[config.mk]
export PLATFORM = sky130hd
export DESIGN_NAME = pr_dev_bridge
export DESIGN_NICKNAME = d
export VERILOG_FILES = /design/src/rtl/pr_dev_bridge.sv
export SDC_FILE = /design/constraint.sdc
export NUM_CORES = 1
export LEC_CHECK = 0
export BUFFER_PORTS_ARGS = -buffer_cell sky130_fd_sc_hd__buf_2
export CAP_MARGIN = 20
export CELL_PAD_IN_SITES_DETAIL_PLACEMENT = 0
export CELL_PAD_IN_SITES_GLOBAL_PLACEMENT = 1
export CORE_ASPECT_RATIO = 0.75
export CORE_MARGIN = 3
export CORE_UTILIZATION = 25
export CTS_CLUSTER_DIAMETER = 120
export DETAILED_ROUTE_END_ITERATION = 8
export PLACE_DENSITY_LB_ADDON = 0.1
export REMOVE_ABC_BUFFERS = 1
export SYNTH_ARGS = -nofsm -noshare
export SYNTH_HDL_FRONTEND = slang
export SYNTH_SLANG_ARGS = --single-unit
[constraint.sdc]
create_clock -name clk -period 4.2 [get_ports clk]
set_clock_uncertainty 0.2 [all_clocks]
set_input_delay 1.05 -clock clk [delete_from_list [all_inputs] [get_ports clk]]
set_output_delay 1.05 -clock clk [all_outputs]
set_load 0.02 [all_outputs]
[src/rtl/pr_dev_bridge.sv]
// pr_dev_bridge
//   Processor-to-device bridge between the multi-cycle CPU core and DEV_CNT
//   peripherals. Decodes the device id from PrAddr, runs a req/ready
//   handshake with variable device wait states, answers bad addresses with
//   PrErr, and keeps an interrupt pending/mask register pair that drives the
//   CP0 HWInt lines.
//
//   Optional build macro: BRIDGE_TIMEOUT_EN
//     defined   - an 8-bit wait counter aborts a device access after TIMEOUT
//                 ACCESS cycles with PrErr=1.
//     undefined - ACCESS waits indefinitely for DevReady.
//
// Ports
//   clk, rst              clock (rising edge), async active-high reset
//   PrReq/PrWe/PrAddr/PrWD  CPU access strobe, direction, address, write data
//   PrRD/PrReady/PrErr    read data, 1-cycle completion pulse, error flag
//   HWInt                 IPEND & IMASK to CP0
//   DevSel/DevWe/DevAddr/DevWD  one-hot select, write strobe, offset, data
//   DevRD/DevReady/DevIrq per-device read data (packed), done, level irq
module pr_dev_bridge #(
    parameter int unsigned DEV_CNT     = 2,
    parameter int unsigned DEV_ID_WD   = 4,
    parameter int unsigned DEV_ADDR_WD = 4,
    parameter logic [31:0] BASE        = 32'h7f00,
    parameter int unsigned TIMEOUT     = 16
) (
    input  logic                     clk,
    input  logic                     rst,
    input  logic                     PrReq,
    input  logic                     PrWe,
    input  logic [31:0]              PrAddr,
    input  logic [31:0]              PrWD,
    output logic [31:0]              PrRD,
    output logic                     PrReady,
    output logic                     PrErr,
    output logic [DEV_CNT-1:0]       HWInt,
    output logic [DEV_CNT-1:0]       DevSel,
    output logic                     DevWe,
    output logic [DEV_ADDR_WD-1:0]   DevAddr,
    output logic [31:0]              DevWD,
    input  logic [32*DEV_CNT-1:0]    DevRD,
    input  logic [DEV_CNT-1:0]       DevReady,
    input  logic [DEV_CNT-1:0]       DevIrq
);

    // Parameter legality is checked at elaboration so a bad override fails loudly.
    if (DEV_CNT < 1 || DEV_CNT > 15 || TIMEOUT < 1 || TIMEOUT > 255) begin : g_bad_param
        $error("pr_dev_bridge: DEV_CNT or TIMEOUT out of range");
    end

    typedef enum logic [1:0] {IDLE, ACCESS, DONE} state_t;

    localparam logic [DEV_ID_WD-1:0]   BR_ID     = DEV_ID_WD'(DEV_CNT);
    localparam logic [DEV_ADDR_WD-1:0] OFF_IMASK = DEV_ADDR_WD'(0);
    localparam logic [DEV_ADDR_WD-1:0] OFF_IPEND = DEV_ADDR_WD'(4);

    state_t state, state_nx;

    logic [DEV_ID_WD-1:0]   id;
    logic [DEV_ADDR_WD-1:0] off;
    logic                   bad, reg_hit, dev_hit;
    logic [DEV_CNT-1:0]     sel_dec;
    logic [31:0]            reg_rd;
    logic                   rdy_hit;
    logic [31:0]            rd_sel;
    logic                   tmo;
    logic [31:0]            rd_q;
    logic                   err_q;
    logic [DEV_CNT-1:0]     ipend, imask, irq_q, irq_edge, clr;

    // ---------------- address decode ----------------
    always_comb begin
        id      = PrAddr[DEV_ADDR_WD+DEV_ID_WD-1:DEV_ADDR_WD];
        off     = PrAddr[DEV_ADDR_WD-1:0];
        bad     = (PrAddr < BASE) || (id > BR_ID);
        reg_hit = !bad && (id == BR_ID);
        dev_hit = !bad && (id < BR_ID);
        sel_dec = '0;
        for (int unsigned i = 0; i < DEV_CNT; i++) begin
            if (id == DEV_ID_WD'(i)) sel_dec[i] = 1'b1;
        end
        reg_rd = '0;
        if (off == OFF_IMASK)      reg_rd = 32'(imask);
        else if (off == OFF_IPEND) reg_rd = 32'(ipend);
    end

    // Ready/data come only from the device currently selected; others are ignored.
    always_comb begin
        rdy_hit = 1'b0;
        rd_sel  = '0;
        for (int unsigned i = 0; i < DEV_CNT; i++) begin
            if (DevSel[i]) begin
                rdy_hit = DevReady[i];
                rd_sel  = DevRD[32*i +: 32];
            end
        end
    end

    // ---------------- interrupts ----------------
    always_comb begin
        irq_edge = DevIrq & ~irq_q;
        clr      = '0;
        if (state == IDLE && PrReq && reg_hit && PrWe && off == OFF_IPEND)
            clr = PrWD[DEV_CNT-1:0];
    end

`ifdef BRIDGE_TIMEOUT_EN
    logic [7:0] cnt;
    assign tmo = (cnt == 8'(TIMEOUT - 1));
`else
    assign tmo = 1'b0;
`endif

    // ---------------- FSM: state register ----------------
    always_ff @(posedge clk or posedge rst) begin
        if (rst) state <= IDLE;
        else     state <= state_nx;
    end

    // ---------------- FSM: next state ----------------
    always_comb begin
        state_nx = state;
        unique case (state)
            IDLE:    if (PrReq) state_nx = dev_hit ? ACCESS : DONE;
            ACCESS:  if (rdy_hit || tmo) state_nx = DONE;
            DONE:    state_nx = IDLE;
            default: state_nx = IDLE;
        endcase
    end

    // ---------------- FSM: outputs ----------------
    always_comb begin
        PrReady = (state == DONE);
        PrRD    = (state == DONE) ? rd_q : '0;
        PrErr   = (state == DONE) && err_q;
        HWInt   = ipend & imask;
    end

    // ---------------- datapath ----------------
    always_ff @(posedge clk or posedge rst) begin
        if (rst) begin
            DevSel  <= '0;
            DevWe   <= 1'b0;
            DevAddr <= '0;
            DevWD   <= '0;
            rd_q    <= '0;
            err_q   <= 1'b0;
            ipend   <= '0;
            imask   <= '1;
            irq_q   <= '0;
`ifdef BRIDGE_TIMEOUT_EN
            cnt     <= '0;
`endif
        end else begin
            irq_q <= DevIrq;
            // New edge is OR'd in after the clear so a coincident set wins.
            ipend <= (ipend & ~clr) | irq_edge;
            unique case (state)
                IDLE: if (PrReq) begin
                    if (dev_hit) begin
                        DevSel  <= sel_dec;
                        DevWe   <= PrWe;
                        DevAddr <= off;
                        DevWD   <= PrWD;
`ifdef BRIDGE_TIMEOUT_EN
                        cnt     <= '0;
`endif
                    end else begin
                        err_q <= bad;
                        rd_q  <= bad ? '0 : reg_rd;
                        if (reg_hit && PrWe && off == OFF_IMASK)
                            imask <= PrWD[DEV_CNT-1:0];
                    end
                end
                ACCESS: begin
                    if (rdy_hit) begin
                        rd_q   <= rd_sel;
                        err_q  <= 1'b0;
                        DevSel <= '0;
                        DevWe  <= 1'b0;
                    end else if (tmo) begin
                        rd_q   <= '0;
                        err_q  <= 1'b1;
                        DevSel <= '0;
                        DevWe  <= 1'b0;
                    end
`ifdef BRIDGE_TIMEOUT_EN
                    cnt <= cnt + 8'd1;
`endif
                end
                default: ;
            endcase
        end
    end

endmodule

==> flow_summary.toml <==
[yosys]
synth_most_common_cell = "dfrtp_1"
synthTopCellsByCount = "dfrtp_1, mux2_2, and2_1"
syn-instance-count = 331
async_flop_share_pct = 100
netlist_area_sq_um = 3850
synth_edf_count = 0
synth_warnings = 0
ys_types = 37
synth-seq-area-share_pct = 52.1
synth-main-ff-cell = "dfrtp_1"
synth_top_area_share_pct = 50.7
yosysTopAreaCell = "dfrtp_1"
synth_seq_cells = 80
avgSynthCellArea_sq_um = 11.6
synth_area_leaders = "dfrtp_1, mux2_2, a22oi_1, and2_1, nor2_1"

[floorplanning]
core_sq_um = 14800
die_h_microns = 113
fp.dieW_microns = 149
dieArea_sq_um = 16900
io-pin-count = 211
start_util_pct = 26.0
rows = 38

[power_and_ir_drop]
p_comb_share_pct = 34.9
p_sw_mw = 1.05
p_leak_nw = 2.76
p_clk_share_pct = 28.1
switching_share_pct = 36.0
power_frac_seq_pct = 37.0
power_mw = 2.91
irDropWorstVdd_mv = 0.248
power.density_nw_per_um2 = 537
p_int_mw = 1.86

[sta]
drv_slew = 0
max_slew_margin_pct = 45.6
post-route-period-util_pct = 71.7
rsz0062_at_grt = "no"
hold_slack_ps = 229
layout_min_cycle_time_ps = 3010
final-setup-viol-count = 0
fmax_ghz = 0.332
hold_viol = 0
finalSetupTns_ps = 0
tightestPinTransition_ps = 817

[placed_design]
postPlaceCellArea_sq_um = 5110
place_congestion = 0.753
hpwl_microns = 8210
port_buffers = 210

[finish]
drive_gt1_share_pct = 58.1
layout.nets = 671
syn_to_final_growth_pct = 40.8
diodes = 0
final_area_sq_um = 5420

[global_route]
grt.total_usage_pct = 12.9
grt_pass1_vias = 3335
overflow = 0
grt_max_degree = 40
antenna_found_initial = 0
grt_pass1_wl_microns = 17200

[run_status]
status = "finished clean"

[setup_path]
critPathMaxFanout = 39
end_kind = "flop"
path_class = "in -> reg"
cp-start-kind = "input port"
crit_required_ps = 4220
cp_data_arrival_time_ps = 3030

[drt]
drt_iter0_markers = 88
vias = 3279
postRouteAntennaNets = 0
finalWirelength_microns = 10900
wl_per_cell_microns = 14.8
route.detailed.vias_per_inst = 4.43
dr.pass1.iters = 4
post-route-drc-count = 0

[clocking]
cts_tree = "built"
clockBufferDepth = 2
ctsHoldBuffers = 0
cts_num_sinks = 80
clkTransAtPathRegs_ps = 70
cts.repair.resized = 0
clock_latency_ps = 330
htreeDepth = 3
cts-root-buf = "clkbuf_16"
cts_setup_buffers = 0
cts_buffers = 9

[worst_hold_path]
worstHoldPathType = "reg -> reg"

[job]
maxCapViolCount = 0
==> cell families after synthesis <==
group / Yosys count / synth area share, %
buf+inv: 30 / 3.48
flops: 80 / 52.1
compound gates: 51 / 9.98
simple gates: 99 / 13.7
mux: 71 / 20.8
==> critical path, cell delays in order <==
cell     delay [ps]
buf_2           100
nor4_1          370
nand3_1         210
nor2_2          330
or4_4           530
mux2_2          400
==> layout by cell type, fill, tap and decap left out, types with 3 or more instances in the layout <==
master	synthesis	final
inv_1	7	6
and2_1	36	36
dfrtp_1	78	78
nor2_1	33	33
nand3_1	3	3
o21ai_0	7	7
a22oi_1	30	30
mux2_2	71	71
nand2_1	7	7
buf_2	5	210
nor3_1	3	3
nor4_1	3	3
clkbuf_16	0	9
buf_4	0	6
==> power groups by stage <==
stage | registers (mW) | logic [mW] | clock network [mW]
floorplan | 1.30 | 0.408 | 0
detailed placement | 1.09 | 1.04 | 0
finish | 1.08 | 1.02 | 0.819
global route | 1.11 | 1.12 | 0.889
global placement | 1.09 | 1.03 | 0
CTS | 1.08 | 1.05 | 0.853
==> state kept, by name (all words and copies together), names as in the netlist <==
register and cells:
ipend 2, DevSel 2, irq_q 2, DevWe 1, DevAddr 4, DevWD 32, imask 2, err_q 1
rd_q 32, state 2
==> area by class of cell <==
class	instances	area [sq um]
inverters	7	27.5
fillers	1533	9370
multi-input cells	221	1730
repair buffers	216	1100
clock buffers	9	225
clock inverters	7	87.6
flip-flops and latches	80	2000
well taps	200	250
==> metal layers <==
metal	global-route usage, %	wire length [microns]	up-vias
met5	0	0	-
met4	3.78	159	0
li1	-	-	1587
met2	21.8	5340	120
met3	3.46	799	12
met1	16.2	4650	1560
==> through the flow <==
stage / std cells / setup WS [ps] / util, %
5_1_grt: 740 / 995 / 36.7
4_1_cts: 740 / 1170 / 36.7
6_report: 740 / 1190 / 36.7
3_3_place_gp: 724 / 915 / 34.5
2_1_floorplan: 308 / 765 / -
3_5_place_dp: 724 / 817 / 34.5
==> final timing paths <==
kind	startpoint	to	slack [ps]	cells past startpoint
max	PrAddr[21]	DevWD[2]	1190	6
min	irq_q[0]	ipend[0]	230	1
max reg2reg	DevSel[1]	rd_q[15]	1800	5
min reg2reg	irq_q[0]	ipend[0]	230	1
max in group asynchronous	rst	rd_q[1]	2570	3
min in group asynchronous	rst	DevWD[17]	490	2
No activity file was read; power rests on OpenSTA's default activity.
